**src/rtl/mem_port_arbiter.sv**
```systemverilog
// Round-robin arbiter/sequencer that shares one single-port Memory between instruction fetch
// (port 0) and load/store (port 1). Each access takes three cycles: IDLE -> ACCESS -> DONE.
module mem_port_arbiter #(
  parameter int ADDR_W    = 32,
  parameter int DATA_W    = 32,
  parameter int MEM_DEPTH = 2010
) (
  input  logic              clk,
  input  logic              rst,
  input  logic              req0,
  input  logic              req1,
  input  logic              we0,
  input  logic              we1,
  input  logic [ADDR_W-1:0] addr0,
  input  logic [ADDR_W-1:0] addr1,
  input  logic [DATA_W-1:0] wdata0,
  input  logic [DATA_W-1:0] wdata1,
  output logic              ack0,
  output logic              ack1,
  output logic              err0,
  output logic              err1,
  output logic [DATA_W-1:0] rdata0,
  output logic [DATA_W-1:0] rdata1,
  output logic              busy,
  output logic [ADDR_W-1:0] mem_address,
  output logic [DATA_W-1:0] mem_wdata,
  output logic              mem_read,
  output logic              mem_write,
  input  logic [DATA_W-1:0] mem_rdata
);

  typedef enum logic [1:0] {IDLE, ACCESS, DONE} state_t;

  localparam logic [ADDR_W-1:0] DEPTH_C = ADDR_W'(MEM_DEPTH);

  state_t              state_q, state_d;
  logic                last_q, last_d;
  logic                port_q, port_d;
  logic                we_q, we_d;
  logic [ADDR_W-1:0]   addr_q, addr_d;
  logic [DATA_W-1:0]   wdata_q, wdata_d;
  logic [1:0]          ack_q, ack_d;
  logic [1:0]          err_q, err_d;
  logic [DATA_W-1:0]   rdata0_q, rdata0_d;
  logic [DATA_W-1:0]   rdata1_q, rdata1_d;
  logic                grant;
  logic                in_range;

  // Unsigned compare of the full address, so huge addresses are rejected rather than wrapped.
  assign in_range = (addr_q < DEPTH_C);

  always_comb begin
    state_d   = state_q;
    last_d    = last_q;
    port_d    = port_q;
    we_d      = we_q;
    addr_d    = addr_q;
    wdata_d   = wdata_q;
    rdata0_d  = rdata0_q;
    rdata1_d  = rdata1_q;
    ack_d     = 2'b00;
    err_d     = 2'b00;
    grant     = 1'b0;
    mem_read  = 1'b0;
    mem_write = 1'b0;
    case (state_q)
      IDLE: begin
        if (req0 || req1) begin
          grant   = (req0 && req1) ? ~last_q : req1;
          port_d  = grant;
          we_d    = grant ? we1    : we0;
          addr_d  = grant ? addr1  : addr0;
          wdata_d = grant ? wdata1 : wdata0;
          last_d  = grant;
          state_d = ACCESS;
        end
      end
      ACCESS: begin
        mem_read  = in_range && !we_q;
        mem_write = in_range && we_q;
        if (in_range && !we_q) begin
          if (port_q) rdata1_d = mem_rdata;
          else        rdata0_d = mem_rdata;
        end
        ack_d[port_q] = 1'b1;
        err_d[port_q] = ~in_range;
        state_d       = DONE;
      end
      DONE:    state_d = IDLE;
      default: state_d = IDLE;
    endcase
    // Strobes drop the moment reset is asserted so an abandoned write never lands.
    if (!rst) begin
      mem_read  = 1'b0;
      mem_write = 1'b0;
    end
  end

  always_ff @(posedge clk) begin
    if (!rst) begin
      state_q  <= IDLE;
      last_q   <= 1'b1;
      ack_q    <= 2'b00;
      err_q    <= 2'b00;
      rdata0_q <= '0;
      rdata1_q <= '0;
    end else begin
      state_q  <= state_d;
      last_q   <= last_d;
      ack_q    <= ack_d;
      err_q    <= err_d;
      rdata0_q <= rdata0_d;
      rdata1_q <= rdata1_d;
    end
  end

  always_ff @(posedge clk) begin
    port_q  <= port_d;
    we_q    <= we_d;
    addr_q  <= addr_d;
    wdata_q <= wdata_d;
  end

  assign ack0        = ack_q[0];
  assign ack1        = ack_q[1];
  assign err0        = err_q[0];
  assign err1        = err_q[1];
  assign rdata0      = rdata0_q;
  assign rdata1      = rdata1_q;
  assign busy        = (state_q != IDLE);
  assign mem_address = addr_q;
  assign mem_wdata   = wdata_q;

endmodule
```
**config.mk**
```make
export PLATFORM = sky130hd
export DESIGN_NAME = mem_port_arbiter
export DESIGN_NICKNAME = d
export VERILOG_FILES = /design/src/rtl/mem_port_arbiter.sv
export SDC_FILE = /design/constraint.sdc
export NUM_CORES = 1
export LEC_CHECK = 0
export ABC_CLOCK_PERIOD_IN_PS = 10100
export BUFFER_PORTS_ARGS = -buffer_cell sky130_fd_sc_hd__buf_2
export CAP_MARGIN = 25
export CORE_AREA = 2 2 117 119
export DETAILED_ROUTE_END_ITERATION = 8
export DIE_AREA = 0 0 119 121
export HOLD_SLACK_MARGIN = 0.1
export PLACE_DENSITY = 0.87
export SLEW_MARGIN = 5
export SYNTH_ARGS = -nofsm -noshare
export SYNTH_HDL_FRONTEND = slang
export SYNTH_SLANG_ARGS = --single-unit
export TNS_END_PERCENT = 5
```
**constraint.sdc**
```tcl
create_clock -name clk -period 10.1 [get_ports clk]
set_input_delay 1.515 -clock clk [delete_from_list [all_inputs] [get_ports clk]]
set_output_delay 1.515 -clock clk [all_outputs]
set_load 0.005 [all_outputs]
```
Word level (Yosys, flattened, before mapping)
Cells that the tools add are included.
{ "word_totals": {"romBits": 0, "memories": 0, "out_inout_bits": 135, "word_cells": 43, "latchBits": 0, "regBits": 137, "inputBits": 166, "ram_bits": 0} }
{ "op_classes": {"order_cmp": 3, "n_bitwise": 4, "reduce_logical": 12, "muxes": 12, "addsub": 0, "n_mul": 0, "shift": 0, "div_mod_pow": 0, "n_eq_ne": 2} }
{ "ops": {"columns": ["op", "count"], "rows": [
  ["$mux W32", 2],
  ["$lt A32 B11 Y1 const B", 1],
  ["$mux W1", 7],
  ["$reduce_and A3 Y1", 2],
  ["$logic_and A1 B1 Y1", 4],
  ["$pmux W2 S2", 1],
  ["$reduce_and A2 Y1", 2],
  ["$not A1 Y1", 3],
  ["$and A2 B2 Y2", 1],
  ["$eq A2 B1 Y1 const B", 1],
  ["$logic_not A2 Y1", 1],
  ["$lt A1 B2 Y1 const B", 1],
  ["$mux W2", 1],
  ["$ne A2 B2 Y1 const B", 1],
  ["$reduce_bool A2 Y1", 1],
  ["$demux W1 S1", 1],
  ["$ge A1 B1 Y1 const B", 1],
  ["$logic_not A1 Y1", 1],
  ["$logic_or A1 B1 Y1", 1]
]} }

Longest topological paths before layout
Gate-level depths: netlist (run 1).
{ "logic_depth": {"word_depth": 5, "ltp_mapped": 6, "depth_no_buf": 4} }

Worst setup path before layout (run 1)
OpenSTA, ideal clock, no wires.
{ "synth_timing": {"path_type": "input to register", "from": "in req1", "to": "reg addr_q[0] (netlist: mem_address[0]) (enable)", "arrival_ns": 4.356, "stages": 2, "setup_ns": 0.493, "path_buffers": 0, "slack_ns": 5.251, "required_ns": 9.607, "cell_sequence": "nor2_1 -> nor2_1"} }
{ "synth_via": {"elab_chain_cells": 2} }
{ "synth_rtl": {"columns": ["element", "line", "rtl"], "rows": [
  ["start: declaration", "11", "input logic req1,"],
  ["$logic_or A1 B1 Y1", "68", "if (req0 || req1) begin"],
  ["$reduce_and A2 Y1 (no source line)", null, null],
  ["end signal: assignment", "120", "addr_q <= addr_d;"],
  ["end: declaration", "40", "logic [ADDR_W-1:0] addr_q, addr_d;"]
]} }
Every way passes these cells.
A chain may end at the register's enable or synchronous reset.

Worst setup path in the final report (run 1)
{ "layout_timing": {"from": "in rst", "to": "out mem_write"} }
{ "layout_via": {"elab_chain_cells": 1} }
{ "layout_rtl": {"columns": ["element", "line", "rtl"], "rows": [
  ["start: declaration", "9", "input logic rst,"],
  ["$mux W1", "93", "if (!rst) begin"],
  ["end: declaration", "28", "output logic mem_write,"]
]} }
Every way passes these cells.

==> results.yml, run 1 <==
pwr:
  vdd_drop_max_uv: 137.9
  p_per_area_mw_per_mm2: 177.0
  leakage_nw: 3.646
  finalPower_mw: 1.364
global_routing:
  grt_pass1_vias: 4172
  grt_usage_pct: 20.01
  antenna_found_initial: 4
  grt_max_degree: 68
  grt_pass1_wl_um: 21630
  overflow: 0
floorplan:
  core_area_mm2: 0.01309
  die_h_um: 121
  io_pins: 301
  dieArea_mm2: 0.01440
  rows: 42
  start_util_pct: 41.84
  die_w_um: 119
finish:
  drive_gt1_share_pct: 54.97
  final_nets: 888
  final_cell_mix: "300 x buf_2, 100 x nand2_1, 71 x dfxtp_1"
  mostFrequentLayoutCell: "buf_2"
  syn_to_final_growth_pct: 40.74
yosys:
  netlist_instances: 424
  syn-mean-instance-area_um2: 12.91
  seq_area_frac_synth_pct: 62.16
  synth_ff_type: "dfxtp_1"
  ys_ff_latch: 137
  syn_area_mm2: 0.005475
  synthArstFlopShare_pct: 0
  synth_edf_count: 66
  ys_warn_count: 0
  synthesis.nets: 590
  synthDistinctLibCells: 27
status:
  status: "finished clean"
setup_path:
  crit_fanout: 45
  startpoint_type: "primary input"
  crit_type: "in2out"
  arrival_ns: 2.74
  cp_cell_sequence: "buf_2 -> nand2_1 -> inv_1 -> and3_1 -> buf_2"
  crit_top_cell: "buf_2"
  cpPeakStageDelay_ns: 0.58
  crit_slowest_cell: "buf_2"
  cp-end-kind: "output port"
  worstPathRequired_ns: 8.59
timing:
  tightest_slew_ns: 1.021
  slew_viol_final: 0
  fin_crit_ns: 4.258
  skew_ns: 0.01357
  post-route-period-util_pct: 42.16
  finalSetupViolCount: 0
  fmax_mhz: 234.9
  tns_ns: 0
  relSlewSlack_pct: 31.92
  grt_setup_unrepaired: "false"
  hold_viol: 0
clock_network:
  clk_path_buf_depth: 2
  cts_hold_buffers: 0
  cts_tree: "built"
  cts_setup_buffers: 0
  htree_levels: 4
  clk_pin_slew_worst_paths_ns: 0.06
  root_buffer: "clkbuf_16"
  clock-sinks: 137
  cts_buffers: 17
  cts_resized: 0
  clk_latency_ns: 0.42
drt:
  wire_per_inst_um: 15.76
  vias_per_cell: 4.714
  vias: 4304
  ant_nets: 0
  wl_um: 14390
  dr.pass1.iters: 4
  drt-initial-drc-count: 282
  drc: 0
place:
  gp_congestion: 0.7590
  dp_hpwl_um: 10850
  io_buffers: 300
min_path:
  min_path_type: "reg2reg"
run:
  cap_violations: 0
report_power, final:
part	switching, mW	internal (mW)
Sequential	0.0120	0.624
Combinational	0.0665	0.0689
Clock	0.230	0.362
layout make-up:
cell class              count  area (um2)
diodes                      2       5.005
clock buffers              23       520.5
clock inverters             9       58.81
fillers                  1078        5379
inverters                   3       11.26
multi-input cells         259        1956
flip-flops and latches    137        3403
well taps                 176       220.2
repair buffers            304        1531
flip-flops by register name (all words and copies together), names as in the netlist:
| register | cells |
|---|---|
| ack_q | 2 |
| err_q | 2 |
| last_q | 1 |
| mem_address | 32 |
| mem_wdata | 32 |
| port_q | 1 |
| rdata0 | 32 |
| rdata1 | 32 |
| state_q | 2 |
| we_q | 1 |
cell usage after synthesis (3+ instances only):
cell | count | area (um2)
and3_1 | 3 | 18.77
buf_2 | 5 | 25.02
buf_4 | 3 | 22.52
buf_6 | 3 | 33.78
clkbuf_1 | 14 | 52.55
dfxtp_1 | 71 | 1421
edfxtp_1 | 66 | 1982
inv_1 | 3 | 11.26
mux2_2 | 65 | 732.0
mux2i_1 | 64 | 640.6
nand2_1 | 100 | 375.4
nor2_1 | 6 | 22.52
nor3_1 | 3 | 15.01
nor4_1 | 4 | 25.02
cells by family (layout without fill, tap and decap cells):
| family | after synthesis | after routing | share of synthesized area [%] |
|---|---|---|---|
| buffers and inverters | 28 | 339 | 2.651 |
| and+or+nand+nor | 125 | 125 | 9.529 |
| AOI/OAI and AO/OA | 5 | 5 | 0.5941 |
| DFF | 137 | 137 | 62.16 |
| other | 0 | 2 | 0 |
| muxes | 129 | 129 | 25.07 |
path summary, 6_finish.rpt:
| kind | depth (start not counted) | slack (ns) | to | startpoint |
|---|---|---|---|---|
| max | 5 | 5.84 | mem_write | rst |
| min | 2 | 0.45 | rdata1[14] | rdata1[14] |
| max reg2reg | 4 | 7.27 | rdata0[16] | mem_address[26] |
| min reg2reg | 2 | 0.45 | rdata1[14] | rdata1[14] |
metal layers:
metal	up-vias	GRT usage, %	part of all wire, %	wire, um
met2	213	32.54	48	6835
met3	18	10.24	12	1696
met1	1972	22.48	39	5634
met5	-	0	0.076	11
met4	2	7.515	1.5	210
li1	2099	-	-	-
critical path, delay by kind of cell:
family	cells	cell delay, ns
simple gates	2	0.38
buf+inv	3	0.83
through the flow:
| stage | worst slack (ns) | area, um2 | hold slack, ns | util (%) | std cells |
|---|---|---|---|---|---|
| after detailed placement | 5.830 | 7122 | 0.4451 | 54.43 | 879 |
| after CTS | 5.824 | 7701 | 0.4542 | 58.85 | 911 |
| after global routing | 5.685 | 7701 | 0.4700 | 58.85 | 911 |
| after floorplan | 5.251 | 5475 | 0.4511 | - | 424 |
| after global placement | 5.863 | 7122 | 0.4402 | 54.43 | 879 |
| final | 5.842 | 7706 | 0.4530 | 58.89 | 913 |
Power figures use the tool's default switching activity.
==> run 2, diff against run 1 <==
--- a/config.mk
+++ b/config.mk
@@ -5,12 +5,11 @@
 export SDC_FILE = /design/constraint.sdc
 export NUM_CORES = 1
 export LEC_CHECK = 0
-export ABC_CLOCK_PERIOD_IN_PS = 10100
+export ABC_CLOCK_PERIOD_IN_PS = 3700
 export BUFFER_PORTS_ARGS = -buffer_cell sky130_fd_sc_hd__buf_2
 export CAP_MARGIN = 25
-export CORE_AREA = 2 2 117 119
+export CORE_UTILIZATION = 40
 export DETAILED_ROUTE_END_ITERATION = 8
-export DIE_AREA = 0 0 119 121
 export HOLD_SLACK_MARGIN = 0.1
 export PLACE_DENSITY = 0.87
 export SLEW_MARGIN = 5
==> constraint.sdc (replaced) <==
create_clock -name clk -period 3.7 [get_ports clk]
set_input_delay 0.555 -clock clk [delete_from_list [all_inputs] [get_ports clk]]
set_output_delay 0.555 -clock clk [all_outputs]
set_load 0.005 [all_outputs]
==> run 2 against run 1 <==
Register-to-register slack got worse by 6.1 ns; count of clock-buffer cells in the layout rose by 2; sequential power rose to 2.7 times the previous value; clock power rose to 3.1 times the previous value; cell count fell by 0.11%; die area fell by 1.7%; utilization fell by 0.24 points.
==> results.yml, run 2 (synthesis results as in run 1) <==
drt:
  ant_nets: 0
  drc: 0
  vias_per_cell: 4.738
  wire_per_inst_um: 15.56
  wl_um: 14190
  vias: 4321
  drt-initial-drc-count: 167
  dr.pass1.iters: 4
global_routing:
  grt_pass1_wl_um: 21910
  use_met1_pct: 21.01
  grt_usage_pct: 20.64
  grt_max_degree: 100
  grt_use_met2_pct: 35.54
  overflow: 0
  top_usage_layer: "met2"
  grtUsageMet3_pct: 9.148
  grt_pass1_vias: 4351
  antenna_found_initial: 1
setup_path:
  arrival_ns: 2.13
  crit_family: "simple AND/OR/NAND/NOR gates"
  cpPeakStageDelay_ns: 0.38
  cp_cell_sequence: "nor4_1 -> nand4_1 -> nor3_1 -> nor3b_1 -> buf_2"
  path_buf_inv: 1
  crit_type: "reg2out"
  crit_fanout: 4
  startpoint_type: "flop"
  worstPathRequired_ns: 3.14
  crit_slowest_cell: "edfxtp_1"
  cp-end-kind: "output port"
floorplan:
  die_w_um: 119.0
  io_pins: 301
  rows: 42
  dieArea_mm2: 0.01416
  start_util_pct: 41.18
  die_h_um: 119.0
  core_area_mm2: 0.01330
pwr:
  finalPower_mw: 3.978
  vdd_drop_max_uv: 424.4
  p_per_area_mw_per_mm2: 510.2
  leakage_nw: 3.691
finish:
  fill_cells: 1066
  drive_gt1_share_pct: 54.97
  final_cell_mix: "300 x buf_2, 100 x nand2_1, 71 x dfxtp_1"
  mostFrequentLayoutCell: "buf_2"
  syn_to_final_growth_pct: 42.41
  final_nets: 888
clock_network:
  cts_tree: "built"
  clk_pin_slew_worst_paths_ns: 0.06
  htree_levels: 4
  clk_latency_ns: 0.42
  cts_buffers: 17
  cts_setup_buffers: 0
  cts_resized: 0
  cts_hold_buffers: 0
  root_buffer: "clkbuf_16"
  clk_path_buf_depth: 2
  clock-sinks: 137
timing:
  relSlewSlack_pct: 32.89
  tightest_slew_ns: 1.007
  finalSetupViolCount: 0
  grt_setup_unrepaired: "false"
  fin_crit_ns: 2.685
  slew_viol_final: 0
  tns_ns: 0
  post-route-period-util_pct: 72.56
  skew_ns: 0.009151
  hold_viol: 0
  fmax_mhz: 372.5
status:
  status: "finished clean"
place:
  io_buffers: 300
  dp_hpwl_um: 10560
  gp_congestion: 0.8446
min_path:
  min_path_type: "in2reg"
run:
  cap_violations: 0
-- run 2: report_power, final --
group	total [mW]	internal, mW	switching, mW
combinational	0.381	0.189	0.192
clock	1.86	1.24	0.626
sequential	1.73	1.70	0.0309
total	3.98	3.13	0.849
-- run 2: area by class of cell --
type | instances | area [um2] | area share [%]
clock inverters | 7 | 125.1 | 1.605
diodes | 1 | 2.502 | 0.03209
inverters | 3 | 11.26 | 0.1444
multi-input cells | 259 | 1956 | 25.08
well taps | 176 | 220.2 | 2.824
clock buffers | 25 | 548.0 | 7.028
repair buffers | 304 | 1531 | 19.64
flip-flops and latches | 137 | 3403 | 43.65
-- run 2: path summary, 6_finish.rpt --
path | start | to | slack [ns] | depth (start not counted)
max | mem_address[26] | mem_read | 1.02 | 5
min | mem_rdata[23] | rdata0[23] | 0.41 | 3
min reg2reg | rdata1[1] | rdata1[1] | 0.45 | 2
max reg2reg | mem_address[26] | rdata0[14] | 1.12 | 4
-- run 2: through the flow --
step                hold WS [ns]  setup slack [ns]  instance area [um2]  instances  util, %
floorplan                 0.4511            0.9684                 5478        424        -
global placement          0.4387             1.185                 7122        879    53.57
detailed placement        0.4443             1.136                 7122        879    53.57
CTS                       0.3872            0.9738                 7795        911    58.63
global route              0.3869            0.7928                 7797        912    58.65
finish                    0.4086             1.015                 7797        912    58.65
-- run 2: routing by layer --
layer | vias up | wire [um] | share of wire (%)
met4 | 0 | 417 | 2.9
met2 | 189 | 7254 | 51
met1 | 2009 | 5197 | 37
met5 | - | 0 | 0
li1 | 2097 | - | -
met3 | 26 | 1319 | 9.3
-- run 2: worst reg2reg max path: stages (launching register included) --
cell,delay (ns)
edfxtp_1,0.38
nor4_1,0.37
nand4_1,0.24
or4_2,1.16
mux2i_1,0.28
